==> config.mk <==
export PLATFORM = sky130hd
export DESIGN_NAME = led_pulse_stretcher
export DESIGN_NICKNAME = d
export VERILOG_FILES = /design/src/rtl/led_pulse_pkg.sv /design/src/rtl/led_pulse_stretcher.sv
export SDC_FILE = /design/constraint.sdc
export NUM_CORES = 1
export LEC_CHECK = 0
export CAP_MARGIN = 20
export CELL_PAD_IN_SITES_DETAIL_PLACEMENT = 0
export CELL_PAD_IN_SITES_GLOBAL_PLACEMENT = 1
export CORE_UTILIZATION = 40
export DETAILED_ROUTE_END_ITERATION = 7
export PLACE_DENSITY = 0.82
export SYNTH_ARGS = -nofsm -noshare
export SYNTH_HDL_FRONTEND = slang
export SYNTH_SLANG_ARGS = --single-unit
export TNS_END_PERCENT = 50
==> constraint.sdc <==
create_clock -name clk -period 2.3 [get_ports clk]
set_input_delay 0.23 -clock clk [delete_from_list [all_inputs] [get_ports clk]]
set_output_delay 0.23 -clock clk [all_outputs]
set_load 0.005 [all_outputs]
==> src/rtl/led_pulse_pkg.sv <==
// Shared types and helpers for the LED pulse stretcher.
package led_pulse_pkg;

    typedef enum logic [1:0] {
        IDLE = 2'd0,
        ON   = 2'd1,
        GAP  = 2'd2
    } led_state_t;

    // Larger of two integers, used to size the shared blink/gap timer.
    function automatic int max_int(input int a, input int b);
        return (a > b) ? a : b;
    endfunction

endpackage

==> src/rtl/led_pulse_stretcher.sv <==
// Stretches single-cycle events into visible LED blinks: ON_CYCLES high,
// then at least OFF_CYCLES low. Events that arrive while a blink or its gap
// is running are queued in a saturating pending counter.
module led_pulse_stretcher
    import led_pulse_pkg::*;
#(
    parameter  int ON_CYCLES  = 20,
    parameter  int OFF_CYCLES = 20,
    parameter  int PEND_MAX   = 7,
    localparam int CNT_BITS   = $clog2(max_int(ON_CYCLES, OFF_CYCLES) + 32'sd1),
    localparam int PEND_BITS  = $clog2(PEND_MAX + 32'sd1)
) (
    input  logic                 clk,
    input  logic                 rst,
    input  logic                 i_event,
    output logic                 o_led,
    output logic                 o_busy,
    output logic [PEND_BITS-1:0] o_pending,
    output logic                 o_overflow
);

    localparam logic [CNT_BITS-1:0]  ON_LAST   = CNT_BITS'(ON_CYCLES - 32'sd1);
    localparam logic [CNT_BITS-1:0]  OFF_LAST  = CNT_BITS'(OFF_CYCLES - 32'sd1);
    localparam logic [PEND_BITS-1:0] PEND_FULL = PEND_BITS'(PEND_MAX);

    if (ON_CYCLES < 32'sd1 || OFF_CYCLES < 32'sd1 || PEND_MAX < 32'sd1) begin : g_param_check
        $error("led_pulse_stretcher: ON_CYCLES, OFF_CYCLES and PEND_MAX must all be >= 1");
    end

    led_state_t           state_r;
    led_state_t           state_nxt_s;
    logic [CNT_BITS-1:0]  timer_r;
    logic [CNT_BITS-1:0]  timer_nxt_s;
    logic [PEND_BITS-1:0] pend_r;
    logic [PEND_BITS-1:0] pend_nxt_s;
    logic                 ovf_r;
    logic                 ovf_nxt_s;
    logic                 led_r;
    logic                 busy_r;
    logic                 start_s;

    // Next-state, timer and pending-queue logic; a start consumes either the
    // live event or (without one) a queued entry.
    always_comb begin
        state_nxt_s = state_r;
        timer_nxt_s = timer_r;
        pend_nxt_s  = pend_r;
        ovf_nxt_s   = ovf_r;
        start_s     = 1'b0;

        case (state_r)
            IDLE: begin
                if (i_event || (pend_r != {PEND_BITS{1'b0}})) begin
                    start_s = 1'b1;
                end else begin
                    timer_nxt_s = {CNT_BITS{1'b0}};
                end
            end
            ON: begin
                if (timer_r == ON_LAST) begin
                    state_nxt_s = GAP;
                    timer_nxt_s = {CNT_BITS{1'b0}};
                end else begin
                    timer_nxt_s = timer_r + CNT_BITS'(1);
                end
            end
            GAP: begin
                if (timer_r == OFF_LAST) begin
                    if (i_event || (pend_r != {PEND_BITS{1'b0}})) begin
                        start_s = 1'b1;
                    end else begin
                        state_nxt_s = IDLE;
                        timer_nxt_s = {CNT_BITS{1'b0}};
                    end
                end else begin
                    timer_nxt_s = timer_r + CNT_BITS'(1);
                end
            end
            default: begin
                state_nxt_s = IDLE;
                timer_nxt_s = {CNT_BITS{1'b0}};
            end
        endcase

        if (start_s) begin
            state_nxt_s = ON;
            timer_nxt_s = {CNT_BITS{1'b0}};
            if (!i_event) begin
                pend_nxt_s = pend_r - PEND_BITS'(1);
            end else begin
                pend_nxt_s = pend_r;
            end
        end else if (i_event) begin
            if (pend_r == PEND_FULL) begin
                ovf_nxt_s = 1'b1;
            end else begin
                pend_nxt_s = pend_r + PEND_BITS'(1);
            end
        end else begin
            pend_nxt_s = pend_r;
        end
    end

    // State, counters and registered outputs, with synchronous reset.
    always_ff @(posedge clk) begin
        if (rst) begin
            state_r <= IDLE;
            timer_r <= {CNT_BITS{1'b0}};
            pend_r  <= {PEND_BITS{1'b0}};
            ovf_r   <= 1'b0;
            led_r   <= 1'b0;
            busy_r  <= 1'b0;
        end else begin
            state_r <= state_nxt_s;
            timer_r <= timer_nxt_s;
            pend_r  <= pend_nxt_s;
            ovf_r   <= ovf_nxt_s;
            led_r   <= (state_nxt_s == ON);
            busy_r  <= (state_nxt_s != IDLE);
        end
    end

    assign o_led      = led_r;
    assign o_busy     = busy_r;
    assign o_pending  = pend_r;
    assign o_overflow = ovf_r;

endmodule

==> reports/metrics.cfg, run 1 <==
[worst_setup_path]
end_kind=flip-flop
cp_data_required_time_ns=2.50
cp_data_arrival_time_ns=2.34
cp_max_fo=5
criticalPathCategory=flip-flop to flip-flop
startpoint_type=flip-flop

[sta]
report.final.slew_viol_count=0
finalSetupTns_ns=0
fin_crit_sh_pct=93.0
finalHoldViolations=0
max_clock_freq_mhz=468
rsz0062_at_grt=no
holdWs_ns=0.471
worst_pin_slew_ns=0.384
skew_ns=0.00900
maxSlewHeadroom_pct=74.3
setup_viol=0
finalCriticalPeriod_ns=2.14

[synthesis]
synthArstFlopShare_pct=0
synth_ff_type=dfxtp_1
synth_most_common_cell=dfxtp_1
synth_edf_count=0
netlist_area_um2=757
synth_cell_types=37
synth_common_cells=dfxtp_1 (13), nor2_1 (12), nand2_1 (6)
yosys-top-cells-area=dfxtp_1 (34%), nor2_1 (6.0%), a211oi_2 (5.0%)
synth_area_leader_cell=dfxtp_1
synth_top_cell_area_share_pct=34.4
yosysSeqAreaShare_pct=34.4
yosysWarnings=0
synthesis.instances=80
synth_fp_nets=85
syn_area_per_cell_um2=9.46
ys_ff_latch=13

[pwr]
swShare_pct=31.5
power.net_switching_w=0.000184
power_frac_clock_pct=24.0
p_int_w=0.000400
total_leakage_power_nw=0.313
combinationalPowerShare_pct=29.9
p_seq_share_pct=46.1
power_density_nw_per_um2=646
peakVddDrop_uv=376
total_power_w=0.000584

[drt]
vias=615
final_antenna_net_count=0
drc=0
first_iter_violations=4
firstDrtPassIters=4
routed_wl_mm=1.37
wl_per_cell_um=11.7
viasPerCell=5.26

[clock_network]
postCtsHoldBufs=0
clock_latency_ns=0.28
clockBufferDepth=2
path_clk_slew_ns=0.08
numCtsBuffers=3
htree_levels=1
cts_tree=built
clock-root-buffer=clkbuf_4
clock-sinks=13

[final_layout]
final_cell_area_um2=903
drive_above_1_share_pct=22.8
area_growth_pct=19.3
final_nets=98
post-route-util_pct=51.8
num_antenna_cells=0

[die]
dieArea_um2=2070
die_w_um=45.5
fp-row-count=15
die_h_um=45.5
start_util_pct=43.4
core-area_um2=1750
ios=9

[placed_design]
place_congestion=0.710
hpwl_mm=1.05
dpl-instance-area_um2=873
port_buffers=8

[grt]
antenna_found_initial=0
grt_first_pass_wirelength_mm=2.32
grt_pass1_vias=519
overflow=0
grt_max_degree=11
track_usage_pct=16.2

[hold_path]
hold_path.class=flip-flop to flip-flop

[job]
cap_viol_max_count=0

[outcome]
status=finished clean

area by class of cell:
type	count	area [um^2]
clock buffers	3	22.5
clock inverters	1	5.00
fillers	170	842
inverters	3	11.3
multi-input cells	60	463
flip-flops and latches	13	260
well taps	25	31.3
repair buffers	12	110
power by group through the flow:
stage | clock (W) | combinational (W) | sequential, W
6_report | 0.000140 | 0.000174 | 0.000269
3_5_place_dp | 0 | 0.000175 | 0.000274
3_3_place_gp | 0 | 0.000173 | 0.000273
5_1_grt | 0.000158 | 0.000196 | 0.000272
4_1_cts | 0.000147 | 0.000176 | 0.000269
2_1_floorplan | 0 | 0.000127 | 0.000266
what timing repair did:
| action | in CTS | in global routing |
|---|---|---|
| resized for setup | 0 | 1 |
| buffers inserted | 0 | 0 |
| endpoints found under the setup margin | 0 | 1 |
logic make-up after synthesis:
group	share of synthesized area [%]
mux	3.31
buf+inv	4.79
xor+xnor	1.16
simple gates	29.8
flops	34.4
fa+ha+maj	4.30
compound gates	22.3
worst paths after layout:
| kind | startpoint | end | cells after the start | slack (ns) |
|---|---|---|---|---|
| worst min register to register | timer_r[0]$_SDFF_PP0_ | timer_r[0]$_SDFF_PP0_ | 1 | 0.47 |
| worst max-delay path | timer_r[0]$_SDFF_PP0_ | o_pending[2]$_SDFFE_PP0P_ | 8 | 0.16 |
| worst max register to register | timer_r[0]$_SDFF_PP0_ | o_pending[2]$_SDFFE_PP0P_ | 8 | 0.16 |
| worst min-delay path | timer_r[0]$_SDFF_PP0_ | timer_r[0]$_SDFF_PP0_ | 1 | 0.47 |
worst max-delay path: stages (launching register included):
cell       delay, ns
dfxtp_1         0.37
ha_2            0.25
nand4bb_4       0.15
nand2_1         0.13
nand2_1         0.07
fa_1            0.40
nor3b_1         0.17
mux2_4          0.27
a221oi_2        0.25
registers in the layout, summed over array words and instances, names as in the netlist:
| signal | cells |
|---|---|
| timer_r | 5 |
| o_pending | 3 |
| state_r | 2 |
| o_busy | 1 |
| o_led | 1 |
| o_overflow | 1 |
routing by layer:
| layer | share of wire [%] | vias up | GRT usage (%) | routed length [um] |
|---|---|---|---|---|
| met2 | 45 | 9 | 22.0 | 619 |
| met4 | 0.95 | 0 | 5.45 | 13 |
| met5 | 0 | - | 0 | 0 |
| met3 | 4.0 | 2 | 7.14 | 55 |
| met1 | 50 | 289 | 22.4 | 677 |
| li1 | - | 315 | - | - |
metrics by stage:
stage               instances  setup WS, ns
global route              117        0.0307
floorplan                  80         0.238
global placement          113         0.177
CTS                       117         0.105
detailed placement        113         0.125
finish                    117         0.161
layout by cell type, fill, tap and decap left out, types with 2 or more instances in the layout:
master           netlist  layout
nor3_1                 2       2
dfxtp_1               13      13
clkdlybuf4s50_1        0       8
or3_1                  2       2
nand2_1                6       6
a211oi_2               3       3
and3b_1                2       2
clkbuf_4               0       3
nand3_1                4       4
inv_1                  3       3
buf_4                  0       4
nor3b_1                2       2
a21oi_1                4       4
nor2_1                12      12
(Power assumes the default switching activity.)
==> run 2: changes to the inputs <==
--- a/config.mk
+++ b/config.mk
@@ -8,9 +8,10 @@
 export CAP_MARGIN = 20
 export CELL_PAD_IN_SITES_DETAIL_PLACEMENT = 0
 export CELL_PAD_IN_SITES_GLOBAL_PLACEMENT = 1
-export CORE_UTILIZATION = 40
+export CORE_ASPECT_RATIO = 1.4
+export CORE_UTILIZATION = 33
 export DETAILED_ROUTE_END_ITERATION = 7
-export PLACE_DENSITY = 0.82
+export PLACE_DENSITY = 0.71
 export SYNTH_ARGS = -nofsm -noshare
 export SYNTH_HDL_FRONTEND = slang
 export SYNTH_SLANG_ARGS = --single-unit
==> run 2 against run 1 <==
Effect of this change: final area rose by 2.9%; largest cell class unchanged; hold slack worse by 0.011 ns; utilization fell by 9.1 points; register-to-register slack improved by 0.05 ns; worst setup slack better by 0.048 ns; non-clock buffer count increased by 4; sequential cell count is the same; via count is 2.4% higher; first-iteration DRC count up 130%; fmax is 2.3% higher.
==> reports/metrics.cfg, run 2 (synthesis gave the netlist of run 1 again) <==
[sta]
finalHoldViolations=0  ; unchanged
worst_pin_slew_ns=0.398  ; +0.0145 ns
maxSlewHeadroom_pct=73.4  ; -0.97 points
finalSetupTns_ns=0  ; unchanged
rsz0062_at_grt=no
max_clock_freq_mhz=478  ; +2.3%
layout_setup_ws_ns=0.209  ; +0.0478 ns
finalCriticalPeriod_ns=2.09  ; -0.0478 ns
report.final.slew_viol_count=0  ; unchanged
setup_viol=0  ; unchanged
holdWs_ns=0.460  ; -0.0111 ns
skew_ns=0.0105  ; +0.00146 ns
fin_crit_sh_pct=90.9  ; -2.1 points

[drt]
drc=0  ; unchanged
final_antenna_net_count=0  ; unchanged
first_iter_violations=9  ; +5
firstDrtPassIters=2  ; -2
vias=630  ; +2.4%
routed_wl_mm=1.57  ; +15%
viasPerCell=5.34  ; +1.6%
wl_per_cell_um=13.3  ; +14%

[worst_setup_path]
cp_data_required_time_ns=2.49  ; about the same
cp_top_family=adder cells
crit_top_cell=nand2_1
cpPeakStageDelay_ns=0.39  ; about the same
slowest_stage=fa_1
startpoint_type=flip-flop
cp.depth=8  ; unchanged
end_kind=flip-flop
reg2regPathDepth=8  ; unchanged
cp_cell_sequence=ha_2, nand4bb_4, nand2_1, nand2_1, fa_1, nor3b_1, mux2_4, a221oi_2
cp_max_fo=5  ; unchanged
criticalPathCategory=flip-flop to flip-flop
cp_data_arrival_time_ns=2.28  ; -0.06 ns
worst-path-buf-inv=0  ; unchanged

[final_layout]
multi_input_area_um2=463  ; unchanged
final_nets=102  ; +4.1%
seq_area_um2=260  ; unchanged
regMostFlops=timer_r
largest_reg_flops=5  ; unchanged
num_antenna_cells=0  ; unchanged
final_common_cell=dfxtp_1
area_growth_pct=22.8
n_fill_cell=237  ; +39%
stdcell_count=118  ; +0.85%
drive_above_1_share_pct=26.0  ; +3.2 points
final_cell_mix=dfxtp_1 (13), nor2_1 (12), clkdlybuf4s50_1 (8), buf_4 (8), nand2_1 (6)
post-route-util_pct=42.7  ; -9.1 points

[placed_design]
post-place-ws_ns=0.144  ; +0.0195 ns
hpwl_mm=1.22  ; +17%
place_congestion=0.780  ; +9.8%
port_buffers=8  ; unchanged
placed_cells=114  ; +0.88%

[clock_network]
cts_setup_buffers=0  ; unchanged
clock-sinks=13  ; unchanged
postCtsHoldBufs=0  ; unchanged
cts_tree=built
clock-root-buffer=clkbuf_4
clock_latency_ns=0.28  ; about the same
clockBufferDepth=2  ; unchanged
path_clk_slew_ns=0.09  ; about the same
numCtsBuffers=3  ; unchanged
htree_levels=1  ; unchanged

[die]
fp-row-count=20  ; +5
dieArea_um2=2490  ; +20%
start_util_pct=34.8  ; -8.6 points
ios=9  ; unchanged
die_h_um=58.7  ; +29%
die_w_um=42.5  ; -6.6%
core-area_um2=2180  ; +25%

[hold_path]
whs_path_depth=1  ; unchanged
hold_path.class=flip-flop to flip-flop

[grt]
grt_max_degree=11  ; unchanged
grt_first_pass_wirelength_mm=2.82  ; +21%
overflow=0  ; unchanged
grt_pass1_vias=641  ; +24%
track_usage_pct=15.2  ; -1.0 points
antenna_found_initial=0  ; unchanged

[pwr]
total_leakage_power_nw=0.333  ; +6.4%
power_density_nw_per_um2=646  ; about the same
peakVddDrop_uv=323  ; -14%

[outcome]
status=finished clean

[job]
cap_viol_max_count=0  ; unchanged

-- run 2: layout make-up --
class                      count  share of cell area [%]
clock buffer                   3                    2.42
timing repair buffer          16                    15.1
clock inverter                 1                   0.538
sequential                    13                    28.0
tap                           22                    2.96
inverter                       3                    1.21
multi-input combinational     60                    49.8
-- run 2: metal layers --
metal	vias to the layer above	GRT usage [%]	wire length, um
met1	300	17.3	703
met5	-	0	0
met2	7	25.7	818
met4	0	9.38	19
li1	321	-	-
met3	2	3.07	31
-- run 2: worst paths after layout --
kind / end / slack (ns) / start
max: o_pending[2]$_SDFFE_PP0P_ / 0.21 / timer_r[0]$_SDFF_PP0_
min: timer_r[0]$_SDFF_PP0_ / 0.46 / timer_r[0]$_SDFF_PP0_
max reg2reg: o_pending[2]$_SDFFE_PP0P_ / 0.21 / timer_r[0]$_SDFF_PP0_
min reg2reg: timer_r[0]$_SDFF_PP0_ / 0.46 / timer_r[0]$_SDFF_PP0_
-- run 2: timing repair --
| item | 4_1_cts | 5_1_grt |
|---|---|---|
| setup endpoints to repair | 0 | 1 |
| resized for setup | 0 | 1 |
| endpoints found under the hold margin | 0 | 0 |
-- run 2: where the power goes --
part           switching, W  internal (W)
combinational     0.0000997      0.000103
clock             0.0000781     0.0000644
sequential        0.0000123      0.000243
total              0.000190      0.000410
-- run 2: per-stage QoR --
step           total power, W  area, um^2
4_1_cts              0.000613         927
3_3_place_gp         0.000463         900
3_5_place_dp         0.000465         900
6_report             0.000601         930
2_1_floorplan        0.000393         757
5_1_grt              0.000651         930
